--- src/rtl/m_sequencer.sv ---
// m_sequencer: control FSM for the M-extension unit, driving the m_registers mux selects.
// Optional macro M_DIV_ZERO_FAST_EN: divide by zero skips the iteration and raises div_by_zero.
`ifndef M_SEQUENCER_MUX_DEFS
`define M_SEQUENCER_MUX_DEFS
`define MUX_A_LENGTH 2
`define MUX_B_LENGTH 2
`define MUX_R_LENGTH 3
`define MUX_D_LENGTH 2
`define MUX_Z_LENGTH 2
`define MUX_A_ZERO       2'd0
`define MUX_A_R_UNSIGNED 2'd1
`define MUX_A_R_SIGNED   2'd2
`define MUX_B_ZERO       2'd0
`define MUX_B_D_UNSIGNED 2'd1
`define MUX_B_D_SIGNED   2'd2
`define MUX_R_KEEP       3'd0
`define MUX_R_A          3'd1
`define MUX_R_A_NEG      3'd2
`define MUX_R_MULT_LOWER 3'd3
`define MUX_R_SUB_KEEP   3'd4
`define MUX_D_KEEP       2'd0
`define MUX_D_B          2'd1
`define MUX_D_B_NEG      2'd2
`define MUX_D_SHR        2'd3
`define MUX_Z_KEEP       2'd0
`define MUX_Z_ZERO       2'd1
`define MUX_Z_MULT_UPPER 2'd2
`define MUX_Z_SHL_ADD    2'd3
`endif

// state         | meaning
// S_IDLE        | waiting for start; muxes at rest
// S_LOAD        | operands into R/D (negated for signed divide), Z cleared
// S_MUL_WAIT    | DSP pipeline filling, down-counter from MUL_LATENCY+1
// S_MUL_CAPTURE | product halves into R (lower) and Z (upper)
// S_DIV_ITER    | 32 restoring-divide steps, counter 0..31
// S_DONE        | one-cycle done pulse, registers hold
module m_sequencer #(
  parameter int MUL_LATENCY = 3
) (
  input  logic                     clk,
  input  logic                     reset,
  input  logic                     start,
  input  logic [2:0]               funct3,
  input  logic                     rs1_sign,
  input  logic                     rs2_sign,
  input  logic                     rs2_zero,
  input  logic                     sub_neg,
  output logic [`MUX_A_LENGTH-1:0] mux_A,
  output logic [`MUX_B_LENGTH-1:0] mux_B,
  output logic [`MUX_R_LENGTH-1:0] mux_R,
  output logic [`MUX_D_LENGTH-1:0] mux_D,
  output logic [`MUX_Z_LENGTH-1:0] mux_Z,
  output logic                     busy,
  output logic                     done,
  output logic                     result_sel,
  output logic                     negate_q,
  output logic                     negate_r,
  output logic                     div_by_zero
);

  typedef enum logic [2:0] {
    S_IDLE, S_LOAD, S_MUL_WAIT, S_MUL_CAPTURE, S_DIV_ITER, S_DONE
  } state_t;

  localparam logic [4:0] MUL_WAIT_LOAD = 5'(MUL_LATENCY + 1);

  state_t     state_q, state_d;
  logic [4:0] cnt_q, cnt_d;
  logic [2:0] funct3_q, funct3_d;
  logic       negq_q, negq_d;
  logic       negr_q, negr_d;
  logic       dbz_q, dbz_d;
  logic       rs2_neg_q, rs2_neg_d;
  logic       signed_div_in;
  logic       accept_dbz;
  logic       mul_a_signed;
  logic       mul_b_signed;
  logic       unused_sub_neg;

  assign unused_sub_neg = sub_neg;
  assign signed_div_in  = funct3[2] & ~funct3[0];

`ifdef M_DIV_ZERO_FAST_EN
  assign accept_dbz = funct3[2] & rs2_zero;
`else
  assign accept_dbz = 1'b0;
`endif

  always_ff @(posedge clk) begin
    if (reset) begin
      state_q   <= S_IDLE;
      cnt_q     <= '0;
      funct3_q  <= '0;
      negq_q    <= 1'b0;
      negr_q    <= 1'b0;
      dbz_q     <= 1'b0;
      rs2_neg_q <= 1'b0;
    end else begin
      state_q   <= state_d;
      cnt_q     <= cnt_d;
      funct3_q  <= funct3_d;
      negq_q    <= negq_d;
      negr_q    <= negr_d;
      dbz_q     <= dbz_d;
      rs2_neg_q <= rs2_neg_d;
    end
  end

  always_comb begin
    state_d      = state_q;
    cnt_d        = cnt_q;
    funct3_d     = funct3_q;
    negq_d       = negq_q;
    negr_d       = negr_q;
    dbz_d        = dbz_q;
    rs2_neg_d    = rs2_neg_q;
    mux_A        = `MUX_A_ZERO;
    mux_B        = `MUX_B_ZERO;
    mux_R        = `MUX_R_KEEP;
    mux_D        = `MUX_D_KEEP;
    mux_Z        = `MUX_Z_KEEP;
    mul_a_signed = (funct3_q == 3'b001) || (funct3_q == 3'b010);
    mul_b_signed = (funct3_q == 3'b001);
    case (state_q)
      S_IDLE: begin
        if (start) begin
          state_d   = S_LOAD;
          funct3_d  = funct3;
          negq_d    = signed_div_in & (rs1_sign ^ rs2_sign) & ~rs2_zero;
          negr_d    = signed_div_in & rs1_sign & ~accept_dbz;
          dbz_d     = accept_dbz;
          rs2_neg_d = signed_div_in & rs2_sign;
        end
      end
      S_LOAD: begin
        if (funct3_q[2]) begin
          // negr_q already excludes the fast divide-by-zero case, which loads A unsigned
          mux_R   = negr_q ? `MUX_R_A_NEG : `MUX_R_A;
          mux_D   = rs2_neg_q ? `MUX_D_B_NEG : `MUX_D_B;
          mux_Z   = `MUX_Z_ZERO;
          cnt_d   = '0;
          state_d = dbz_q ? S_DONE : S_DIV_ITER;
        end else begin
          mux_R   = `MUX_R_A;
          mux_D   = `MUX_D_B;
          cnt_d   = MUL_WAIT_LOAD;
          state_d = S_MUL_WAIT;
        end
      end
      S_MUL_WAIT: begin
        mux_A = mul_a_signed ? `MUX_A_R_SIGNED : `MUX_A_R_UNSIGNED;
        mux_B = mul_b_signed ? `MUX_B_D_SIGNED : `MUX_B_D_UNSIGNED;
        if (cnt_q == 5'd0) state_d = S_MUL_CAPTURE;
        else               cnt_d   = cnt_q - 5'd1;
      end
      S_MUL_CAPTURE: begin
        // A/B selects stay put: the upper product word depends on operand signedness
        mux_A   = mul_a_signed ? `MUX_A_R_SIGNED : `MUX_A_R_UNSIGNED;
        mux_B   = mul_b_signed ? `MUX_B_D_SIGNED : `MUX_B_D_UNSIGNED;
        mux_R   = `MUX_R_MULT_LOWER;
        mux_Z   = `MUX_Z_MULT_UPPER;
        state_d = S_DONE;
      end
      S_DIV_ITER: begin
        mux_R = `MUX_R_SUB_KEEP;
        mux_D = `MUX_D_SHR;
        mux_Z = `MUX_Z_SHL_ADD;
        cnt_d = cnt_q + 5'd1;
        if (cnt_q == 5'd31) state_d = S_DONE;
      end
      S_DONE:  state_d = S_IDLE;
      default: state_d = S_IDLE;
    endcase
  end

  assign busy        = (state_q != S_IDLE);
  assign done        = (state_q == S_DONE);
  assign result_sel  = funct3_q[2] ? ~funct3_q[1] : (funct3_q[1:0] != 2'b00);
  assign negate_q    = negq_q;
  assign negate_r    = negr_q;
  assign div_by_zero = dbz_q;

endmodule

--- config.mk ---
export PLATFORM = sky130hd
export DESIGN_NAME = m_sequencer
export DESIGN_NICKNAME = d
export VERILOG_FILES = /design/src/rtl/m_sequencer.sv
export SDC_FILE = /design/constraint.sdc
export NUM_CORES = 1
export LEC_CHECK = 0
export BUFFER_PORTS_ARGS = -buffer_cell sky130_fd_sc_hd__buf_4
export CORE_MARGIN = 2
export CORE_UTILIZATION = 46
export CTS_CLUSTER_DIAMETER = 40
export DETAILED_ROUTE_END_ITERATION = 7
export PLACE_DENSITY = 0.78
export SLEW_MARGIN = 25
export SYNTH_ARGS = -nofsm -noshare
export SYNTH_HDL_FRONTEND = slang
export SYNTH_SLANG_ARGS = --single-unit
--- constraint.sdc ---
create_clock -name clk -period 2 [get_ports clk]
set_clock_uncertainty 0.2 [all_clocks]
set_input_delay 0.2 -clock clk [delete_from_list [all_inputs] [get_ports clk]]
set_output_delay 0.2 -clock clk [all_outputs]
set_load 0.005 [all_outputs]
Word level (Yosys, flattened, before mapping). Cells that the tools add are included. Widths: inputs -> output; s select.

Output and inout bits: 17. Bits in latches: 0. Bits in registers: 14. Word-level logic and storage cells: 60. Memory bits (read-only): 0. RAM bits: 0. Memories: 0.

Equal/unequal tests: 12. Div/mod/pow operators: 0. Bitwise logic cells: 9. Muxes and demuxes: 21. Add/subtract/negate cells: 2. Shift operators: 0. Multipliers: 0. Order comparisons: 0. Reduce and logical (&&, ||, !) cells: 10.

Operators by type and width (number): $mux 2 (8); $mux 3 (5); $pmux 3 s5 (1); $pmux 5 s3 (1); $eq 3x2->1 const B (3); $pmux 3 s3 (1); $ne 2x2->1 const B (4); $eq 3x1->1 const B (2); $eq 3x3->1 const B (2); $pmux 2 s3 (1); $reduce_bool 3->1 (2); $add 5x1->5 const B (1); $and 1x1->1 (5); $eq 5x5->1 const B (1); $logic_not 5->1 (1); $mux 5 (1); $sub 5x1->5 const B (1); $pmux 2 s2 (1); $reduce_and 2->1 (2); $logic_not 3->1 (1); $not 1->1 (3); $reduce_and 3->1 (1); $mux 1 (2); $reduce_bool 2->1 (1); other kinds (3) (3).

Longest topological paths before layout. Gate-level depths: netlist (run 1).

Word-level depth: 4. Mapped depth: 9. Gate-level depth less buffers: 9.

Worst setup path before layout (run 1). OpenSTA, ideal clock, no wires.

Path kind: register to register. Start: register state_q[0]. End: register cnt_q[4]. Data arrival time: 1917 ps. Path buffers: 0. Path slack: -234 ps. Cell stages (with the launch flop): 10. Clock period less this slack: 2234 ps. Path through: dfxtp_1 -> nand2b_4 -> nor2_2 -> clkinv_2 -> fa_1 -> a21o_1 -> a21oi_1 -> xnor2_1 -> nor2b_1 -> a22o_1.

Word-level cells in the longest chain between the ends: 3. Elaborated cells on any way between the ends: 7. Classes of those cells: eq/ne (4); mux (1); reduce/logical (2).

Ends and longest elaborated chain: start, declared (line 68) `state_t state_q, state_d;`; start signal, assigned (line 100) `state_q <= state_d;`; $eq 3x2->1, or another cell as far along (line 125) `case (state_q)`; $ne 2x2->1 (no source line) / $reduce_bool 3->1 (equally long branches); $reduce_and 2->1 (no source line); end signal, assigned (line 101) `cnt_q <= cnt_d;`; end, declared (line 69) `logic [4:0] cnt_q, cnt_d;`.

Parallel ways exist; a longest one is shown, timed or not. A chain may end at the register's enable or synchronous reset.

Worst setup path after layout (run 1). Ends and elaborated chain as after synthesis.

==> out/qor.yml, run 1 <==
synth:
  synth.net_count: 142
  ys_ff_latch: 14
  netlist-cell-type-count: 43
  post-synth-top-count-cell: "sky130_fd_sc_hd__a21oi_1"
  post_synth_inst_count: 128
  synthArstFlopShare_pct: 0
  synthDominantCellAreaShare_pct: 28.4
  syn_area_um2: 987
  postSynth.topFlopCell: "sky130_fd_sc_hd__dfxtp_1"
  synth.yosys.seq_area_share_pct: 28.4
  synth.avg_cell_area_um2: 7.71
  ys_warn_count: 0
  synth_enable_flop_cells: 0
  yosys-top-cells-count: "20 x sky130_fd_sc_hd__a21oi_1, 16 x sky130_fd_sc_hd__nand2_1, 15 x sky130_fd_sc_hd__nor2_1, 14 x sky130_fd_sc_hd__dfxtp_1, 5 x sky130_fd_sc_hd__nor3_1"
  largest_area_contributor_in_the_synthesized_netlist: "sky130_fd_sc_hd__dfxtp_1"
  post_synth_main_area_contributors: "sky130_fd_sc_hd__dfxtp_1 28%, sky130_fd_sc_hd__a21oi_1 10%, sky130_fd_sc_hd__nand2_1 6.1%"
worst_setup_path:
  crit_path_cell_trace: "nand2b_4 > nor2_4 > clkinv_4 > fa_2 > a21o_1 > a21oi_2 > xnor2_1 > nor2b_1 > a22o_1"
  worst-endpoint-arrival_ns: 2.09
  cp.required_ns: 1.99
  cp_slowest_cell: "sky130_fd_sc_hd__fa_2"
  nature_of_the_critical_path_startpoint: "flop"
  end_kind: "flop"
  critical_path.max_fanout: 4
  worst_path_largest_cell_delay_ns: 0.36
  timing_worst_setup_path_type: "reg -> reg"
routing:
  drt-vias-per-instance: 5.40
  route.final.wire_length_um: 2540
  routed_wire_length_per_instance_um: 12.9
  drt.antenna.violating_nets: 0
  vias: 1059
  firstDrtPassIters: 4
  drcViolationCount: 0
  detail_route.iter0.violations: 35
clock_network:
  cts_made_buffers: 3
  clock_tree_from_tritoncts: "built"
  worst_setup_hold_path_clk_slew_ns: 0.09
  clock_tree.root_cell: "sky130_fd_sc_hd__clkbuf_4"
  number_of_clock_sinks: 14
  clock_latency_ns: 0.29
  cts_max_level: 1
  clockBufferDepth: 2
hold_path:
  hold_class: "in -> reg"
job:
  cap_viol_max_count: 0
floorplanning:
  core_region_area_mm2: 0.00200
  fp.dieW_um: 50.3
  total_i_o_pin_count: 27
  floorplan.die.height_um: 50.3
  starting_density_of_the_core_pct: 49.3
  die_area_mm2: 0.00253
  row_count: 16
cells_and_area:
  antenna_cells_inserted: 0
  fin_cells: 196
  postLayoutCellArea_mm2: 0.00139
  flow.area_growth_from_synthesis_pct: 40.6
  post_layout_net_count: 184
  nFillCells: 162
  layout-drive-gt1-share_pct: 34.3
global_routing:
  grt_pass1_wl_um: 3920
  global_route.usage.total_pct: 20.2
  first_global_vias: 903
  antenna_found_initial: 0
  gr-total-overflow: 0
  pin_count_of_the_biggest_net_entering_global_routing: 16
sta:
  fin_crit_ns: 2.09
  setup_repair_after_global_routing_missed_its_margin: "yes"
  setup_slack_of_the_critical_path_after_layout_ns: -0.0908
  finalHoldWorstSlack_ns: 0.125
  post-route-period-util_pct: 105
  final-hold-violation-count: 0
  fmax_mhz: 478
  report.final.setup_viol: 2
  report.final.slew_viol_count: 0
pwr:
  vdd_drop_max_uv: 483
  power_leakage_nw: 0.601
  cellPowerDensity_mw_per_mm2: 743
placed_design:
  globalplace.congestion: 0.866
  placement.cell_area_mm2: 0.00124
  number_of_input_and_output_port_buffers_inserted: 24
  hpwl_um: 1880
  placed_cells: 182
outcome:
  violations: "negative setup slack"
  run_status: "finished, violations left"
-- through the flow --
stage / setup TNS (ns) / total power, W / setup WS [ns] / util, %
after floorplan: -0.102 / 0.000642 / -0.102 / -
after global placement: -0.0391 / 0.000758 / -0.0391 / 61.8
after detailed placement: -0.101 / 0.000777 / -0.101 / 61.8
after CTS: -0.126 / 0.00100 / -0.126 / 66.8
after global routing: -0.376 / 0.00110 / -0.188 / 69.3
final: -0.180 / 0.00103 / -0.0908 / 69.3
-- placed cells by master (no fill, tap or decap), types with 3 or more instances in the layout --
master / n
sky130_fd_sc_hd__nand2_1: 16
sky130_fd_sc_hd__xnor2_1: 3
sky130_fd_sc_hd__nor3_1: 5
sky130_fd_sc_hd__buf_4: 37
sky130_fd_sc_hd__dfxtp_1: 12
sky130_fd_sc_hd__nand3_1: 3
sky130_fd_sc_hd__ha_1: 3
sky130_fd_sc_hd__a21oi_1: 18
sky130_fd_sc_hd__clkbuf_4: 3
sky130_fd_sc_hd__a21oi_2: 4
sky130_fd_sc_hd__o21ai_0: 3
sky130_fd_sc_hd__nor2_1: 14
sky130_fd_sc_hd__dlygate4sd3_1: 7
sky130_fd_sc_hd__inv_1: 4
-- cells by family after synthesis --
family,share of synthesized area (%)
xor+xnor,5.32
simple gates,24.7
flops,28.4
compound gates,24.6
buf+inv,7.73
fa+ha+maj,6.84
other cells,0.380
mux,2.03
-- worst max-delay path: cells and delay by family, from the launching register on --
family	cells	cell delay, ns
flops	1	0.33
simple gates	3	0.42
fa+ha+maj	1	0.36
xor+xnor	1	0.11
compound gates	3	0.49
buf+inv	1	0.08
-- flip-flops by register name, indices dropped and copies added (netlist names) --
name       flops
cnt_q          5
funct3_q       3
state_q        3
negate_q       1
negate_r       1
rs2_neg_q      1
-- final timing paths --
kind / start / to / slack [ns] / depth (start not counted)
worst max-delay path: state_q[0] / cnt_q[4] / -0.09 / 9
worst min-delay path: start / rs2_neg_q / 0.13 / 4
worst max register to register: state_q[0] / cnt_q[4] / -0.09 / 9
worst min register to register: negate_q / negate_q / 0.28 / 2
-- cell type report --
type / instances / area, um2 / share of cell area (%)
multi-input combinational: 102 / 663 / 47.8
sequential: 14 / 283 / 20.4
timing repair buffer: 44 / 348 / 25.1
clock buffer: 4 / 36.3 / 2.61
tap: 27 / 33.8 / 2.43
inverter: 5 / 23.8 / 1.71
-- timing repair --
item                                   4_1_cts  5_1_grt
pin swaps                                    1        5
endpoints found under the hold margin        9        1
setup endpoints to repair                    2        4
gates resized for setup                      1        3
buffers inserted                             0        3
hold buffers                                 6        1
-- where the power goes --
| part | switching, W | internal [W] |
|---|---|---|
| clock | 0.000103 | 0.000111 |
| sequential | 0.0000357 | 0.000307 |
| combinational | 0.000235 | 0.000239 |
| total | 0.000374 | 0.000657 |
-- per-layer routing --
metal  GRT usage (%)  wire length, um  vias up
met5               0                0        -
met2            33.1             1300       36
met3            3.57              123        4
met1            26.8             1080      495
met4            6.76               31        0
li1                -                -      524
Power figures use the tool's default switching activity.
==> inputs of run 2 (changes only) <==
Settings changed: CELL_PAD_IN_SITES_DETAIL_PLACEMENT set to 1, CELL_PAD_IN_SITES_GLOBAL_PLACEMENT set to 1, CORE_ASPECT_RATIO set to 1.75, CORE_UTILIZATION 46 to 33.
==> run 2 against run 1 <==
Effect of this change: the run still ends with negative setup slack left; global-route usage is 0.34 points lower; first-iteration DRC count is 40% lower; die area is 37% higher; sequential power is 1% higher; routed wire length is 30% higher; critical path depth stayed put; fmax is 2.6% lower; critical endpoint unchanged; setup slack worse by 0.056 ns; register-to-register slack worse by 0.06 ns; utilization is 22 points lower; hold slack worse by 0.11 ns.
==> out/qor.yml, run 2 (synthesis gave the netlist of run 1 again) <==
floorplanning:
  die_area_mm2: 0.00346  # was 0.00253 mm2
  core_region_area_mm2: 0.00290  # was 0.00200 mm2
  row_count: 26  # was 16
  total_i_o_pin_count: 27  # unchanged
  starting_density_of_the_core_pct: 34.1  # was 49.3%
  fp.dieW_um: 45.3  # was 50.3 um
  floorplan.die.height_um: 76.4  # was 50.3 um
pwr:
  share_comb_of_total_power_pct: 45.8  # was 46.0%
  sequentialPowerShare_pct: 32.0  # was 33.2%
  psw_w: 0.000399  # was 0.000374 W
  clock_power_share_pct: 22.1  # was 20.8%
  power_report.internal_total_w: 0.000687  # was 0.000657 W
  vdd_drop_max_uv: 433  # was 483 uV
  cellPowerDensity_mw_per_mm2: 792  # was 743 mW/mm2
  total_power_w: 0.00109  # was 0.00103 W
  power_leakage_nw: 0.593  # was 0.601 nW
  netSwitchingFraction_pct: 36.8  # was 36.3%
placed_design:
  placement.cell_area_mm2: 0.00126  # was 0.00124 mm2
  placement.setup.worst_slack_ns: -0.144  # was -0.101 ns
  number_of_input_and_output_port_buffers_inserted: 24  # unchanged
  hpwl_um: 2450  # was 1880 um
  globalplace.congestion: 0.790  # was 0.866
routing:
  vias: 1071  # was 1059
  routed_wire_length_per_instance_um: 17.0  # was 12.9 um
  met3WireLength_um: 107  # was 123 um
  drcViolationCount: 0  # unchanged
  detail_route.iter0.violations: 21  # was 35
  route.final.wire_length_um: 3280  # was 2540 um
  drt.antenna.violating_nets: 0  # unchanged
  top_layer_used: "met4"  # unchanged
  drt-vias-per-instance: 5.55  # was 5.40
  met1Wirelength_um: 1200  # was 1080 um
  routed-wl-met2_um: 1870  # was 1300 um
  firstDrtPassIters: 4  # unchanged
cells_and_area:
  postLayoutCellArea_mm2: 0.00137  # was 0.00139 mm2
  flow.area_growth_from_synthesis_pct: 38.9  # was 40.6%
  antenna_cells_inserted: 0  # unchanged
  largest_register_ffs: 5  # unchanged
  top_regs: "cnt_q x5, funct3_q x3, state_q x3"  # unchanged
  layout-drive-gt1-share_pct: 37.0  # was 34.3%
  largest_reg_by_ff_count: "cnt_q"  # unchanged
  post_layout_net_count: 181  # was 184
  nFillCells: 361  # was 162
  layout.cells.most_common: "sky130_fd_sc_hd__buf_4"  # unchanged
  commonest_cells_after_routing_fill_and_taps_aside: "39 x sky130_fd_sc_hd__buf_4, 18 x sky130_fd_sc_hd__a21oi_1, 16 x sky130_fd_sc_hd__nand2_1, 14 x sky130_fd_sc_hd__nor2_1, 12 x sky130_fd_sc_hd__dfxtp_1"  # was 37 x sky130_fd_sc_hd__buf_4, 18 x sky130_fd_sc_hd__a21oi_1, 16 x sky130_fd_sc_hd__nand2_1, 14 x sky130_fd_sc_hd__nor2_1, 12 x sky130_fd_sc_hd__dfxtp_1
hold_path:
  hold_start: "funct3[0]"  # was start
  whs_path_depth: 3  # was 4
  hold_class: "in -> reg"  # unchanged
  worst_hold_path.endpoint: "funct3_q[0]"  # was rs2_neg_q
clock_network:
  cts_max_level: 1  # unchanged
  clock_tree.root_cell: "sky130_fd_sc_hd__clkbuf_8"  # was sky130_fd_sc_hd__clkbuf_4
  clockBufferDepth: 2  # unchanged
  cts_made_buffers: 3  # unchanged
  clock_latency_ns: 0.25  # was 0.29 ns
  worst_setup_hold_path_clk_slew_ns: 0.06  # was 0.09 ns
  clock_tree_from_tritoncts: "built"  # unchanged
  number_of_clock_sinks: 14  # unchanged
worst_setup_path:
  worst-r2r-setup-slack_ns: -0.15  # was -0.09 ns
  nature_of_the_critical_path_startpoint: "flop"  # unchanged
  end_kind: "flop"  # unchanged
  critical_path.max_fanout: 4  # unchanged
  startpoint_of_the_lowest_slack_register_to_register_path: "state_q[0]"  # unchanged
  worst_r2r_endpoint: "cnt_q[4]"  # unchanged
  cp.required_ns: 2.00  # was 1.99 ns
  worst-endpoint-arrival_ns: 2.14  # was 2.09 ns
  reg2reg_depth: 9  # unchanged
  timing_worst_setup_path_type: "reg -> reg"  # unchanged
outcome:
  violations: "negative setup slack"  # unchanged
  run_status: "finished, violations left"  # unchanged
sta:
  report.final.setup_viol: 2  # unchanged
  fin_crit_ns: 2.15  # was 2.09 ns
  setup_repair_after_global_routing_missed_its_margin: "yes"  # unchanged
  finalHoldWorstSlack_ns: 0.0129  # was 0.125 ns
  report.final.slew_viol_count: 0  # unchanged
  setup_tns_ns: -0.224  # was -0.180 ns
  setup_slack_of_the_critical_path_after_layout_ns: -0.147  # was -0.0908 ns
  post-route-period-util_pct: 107  # was 105%
  fmax_mhz: 466  # was 478 MHz
  final-hold-violation-count: 0  # unchanged
global_routing:
  antenna_found_initial: 0  # unchanged
  grt_pass1_wl_um: 5120  # was 3920 um
  gr-total-overflow: 0  # unchanged
  global_route.usage.total_pct: 19.9  # was 20.2%
  first_global_vias: 1120  # was 903
  pin_count_of_the_biggest_net_entering_global_routing: 16  # unchanged
job:
  cap_viol_max_count: 0  # unchanged
[run 2: cell types whose count changed in the layout (fill, tap and decap cells not counted)]
cell	previous run	this run
sky130_fd_sc_hd__dlygate4sd3_1	7	0
sky130_fd_sc_hd__clkbuf_4	3	0
sky130_fd_sc_hd__buf_4	37	39
sky130_fd_sc_hd__buf_6	0	2
sky130_fd_sc_hd__clkbuf_8	1	3
sky130_fd_sc_hd__ha_1	3	2
sky130_fd_sc_hd__ha_4	0	1
sky130_fd_sc_hd__nor2_2	1	0
sky130_fd_sc_hd__nor2_4	1	2
sky130_fd_sc_hd__o41ai_1	0	1
sky130_fd_sc_hd__o41ai_2	1	0
[run 2: power groups by stage]
stage	clock network (W)	registers (W)	logic (W)
detailed placement	0	0.000352	0.000457
CTS	0.000245	0.000347	0.000476
global placement	0	0.000349	0.000435
global route	0.000253	0.000352	0.000547
floorplan	0	0.000345	0.000297
finish	0.000240	0.000348	0.000498
[run 2: layout make-up]
type | instances | area (um2) | area share (%)
clock buffer | 3 | 41.3 | 3.01
inverter | 5 | 23.8 | 1.73
multi-input combinational | 102 | 673 | 49.1
sequential | 14 | 283 | 20.6
tap | 28 | 35.0 | 2.55
timing repair buffer | 41 | 315 | 23.0
[run 2: how the worst max path moves through the flow]
stage	from	to	depth (start not counted)
2_1_floorplan	state_q[0]	cnt_q[4]	9
3_3_place_gp	state_q[0]	cnt_q[4]	9
3_5_place_dp	state_q[0]	cnt_q[4]	9
4_1_cts	state_q[0]	cnt_q[4]	9
5_1_grt	state_q[0]	cnt_q[4]	9
6_report	state_q[0]	cnt_q[4]	9
[run 2: metrics by stage]
stage	std cells	utilization, %
after floorplan	128	-
after global placement	186	43.6
after detailed placement	186	43.6
after CTS	189	45.4
after global routing	193	47.4
final	193	47.4
[run 2: critical path, stage by stage (launching register included)]
cell and delay [ns]:
sky130_fd_sc_hd__dfxtp_2 0.32, sky130_fd_sc_hd__nand2b_4 0.15, sky130_fd_sc_hd__nor2_4 0.14, sky130_fd_sc_hd__clkinv_4 0.09
sky130_fd_sc_hd__fa_2 0.37, sky130_fd_sc_hd__a21o_1 0.18, sky130_fd_sc_hd__a21oi_2 0.13, sky130_fd_sc_hd__xnor2_1 0.10
sky130_fd_sc_hd__o41ai_1 0.25, sky130_fd_sc_hd__a22o_1 0.18
[run 2: repair_timing]
| item | in CTS | in global routing |
|---|---|---|
| hold buffers | 0 | 0 |
| setup buffers | 0 | 4 |
| gates resized for setup | 2 | 5 |
| endpoints found under the setup margin | 3 | 6 |
| pin swaps | 0 | 5 |
[run 2: routing by layer]
| metal | up-vias | GRT usage (%) |
|---|---|---|
| li1 | 514 | - |
| met1 | 519 | 20.2 |
| met2 | 27 | 36.7 |
| met3 | 11 | 3.08 |
| met4 | 0 | 8.53 |
| met5 | - | 0 |
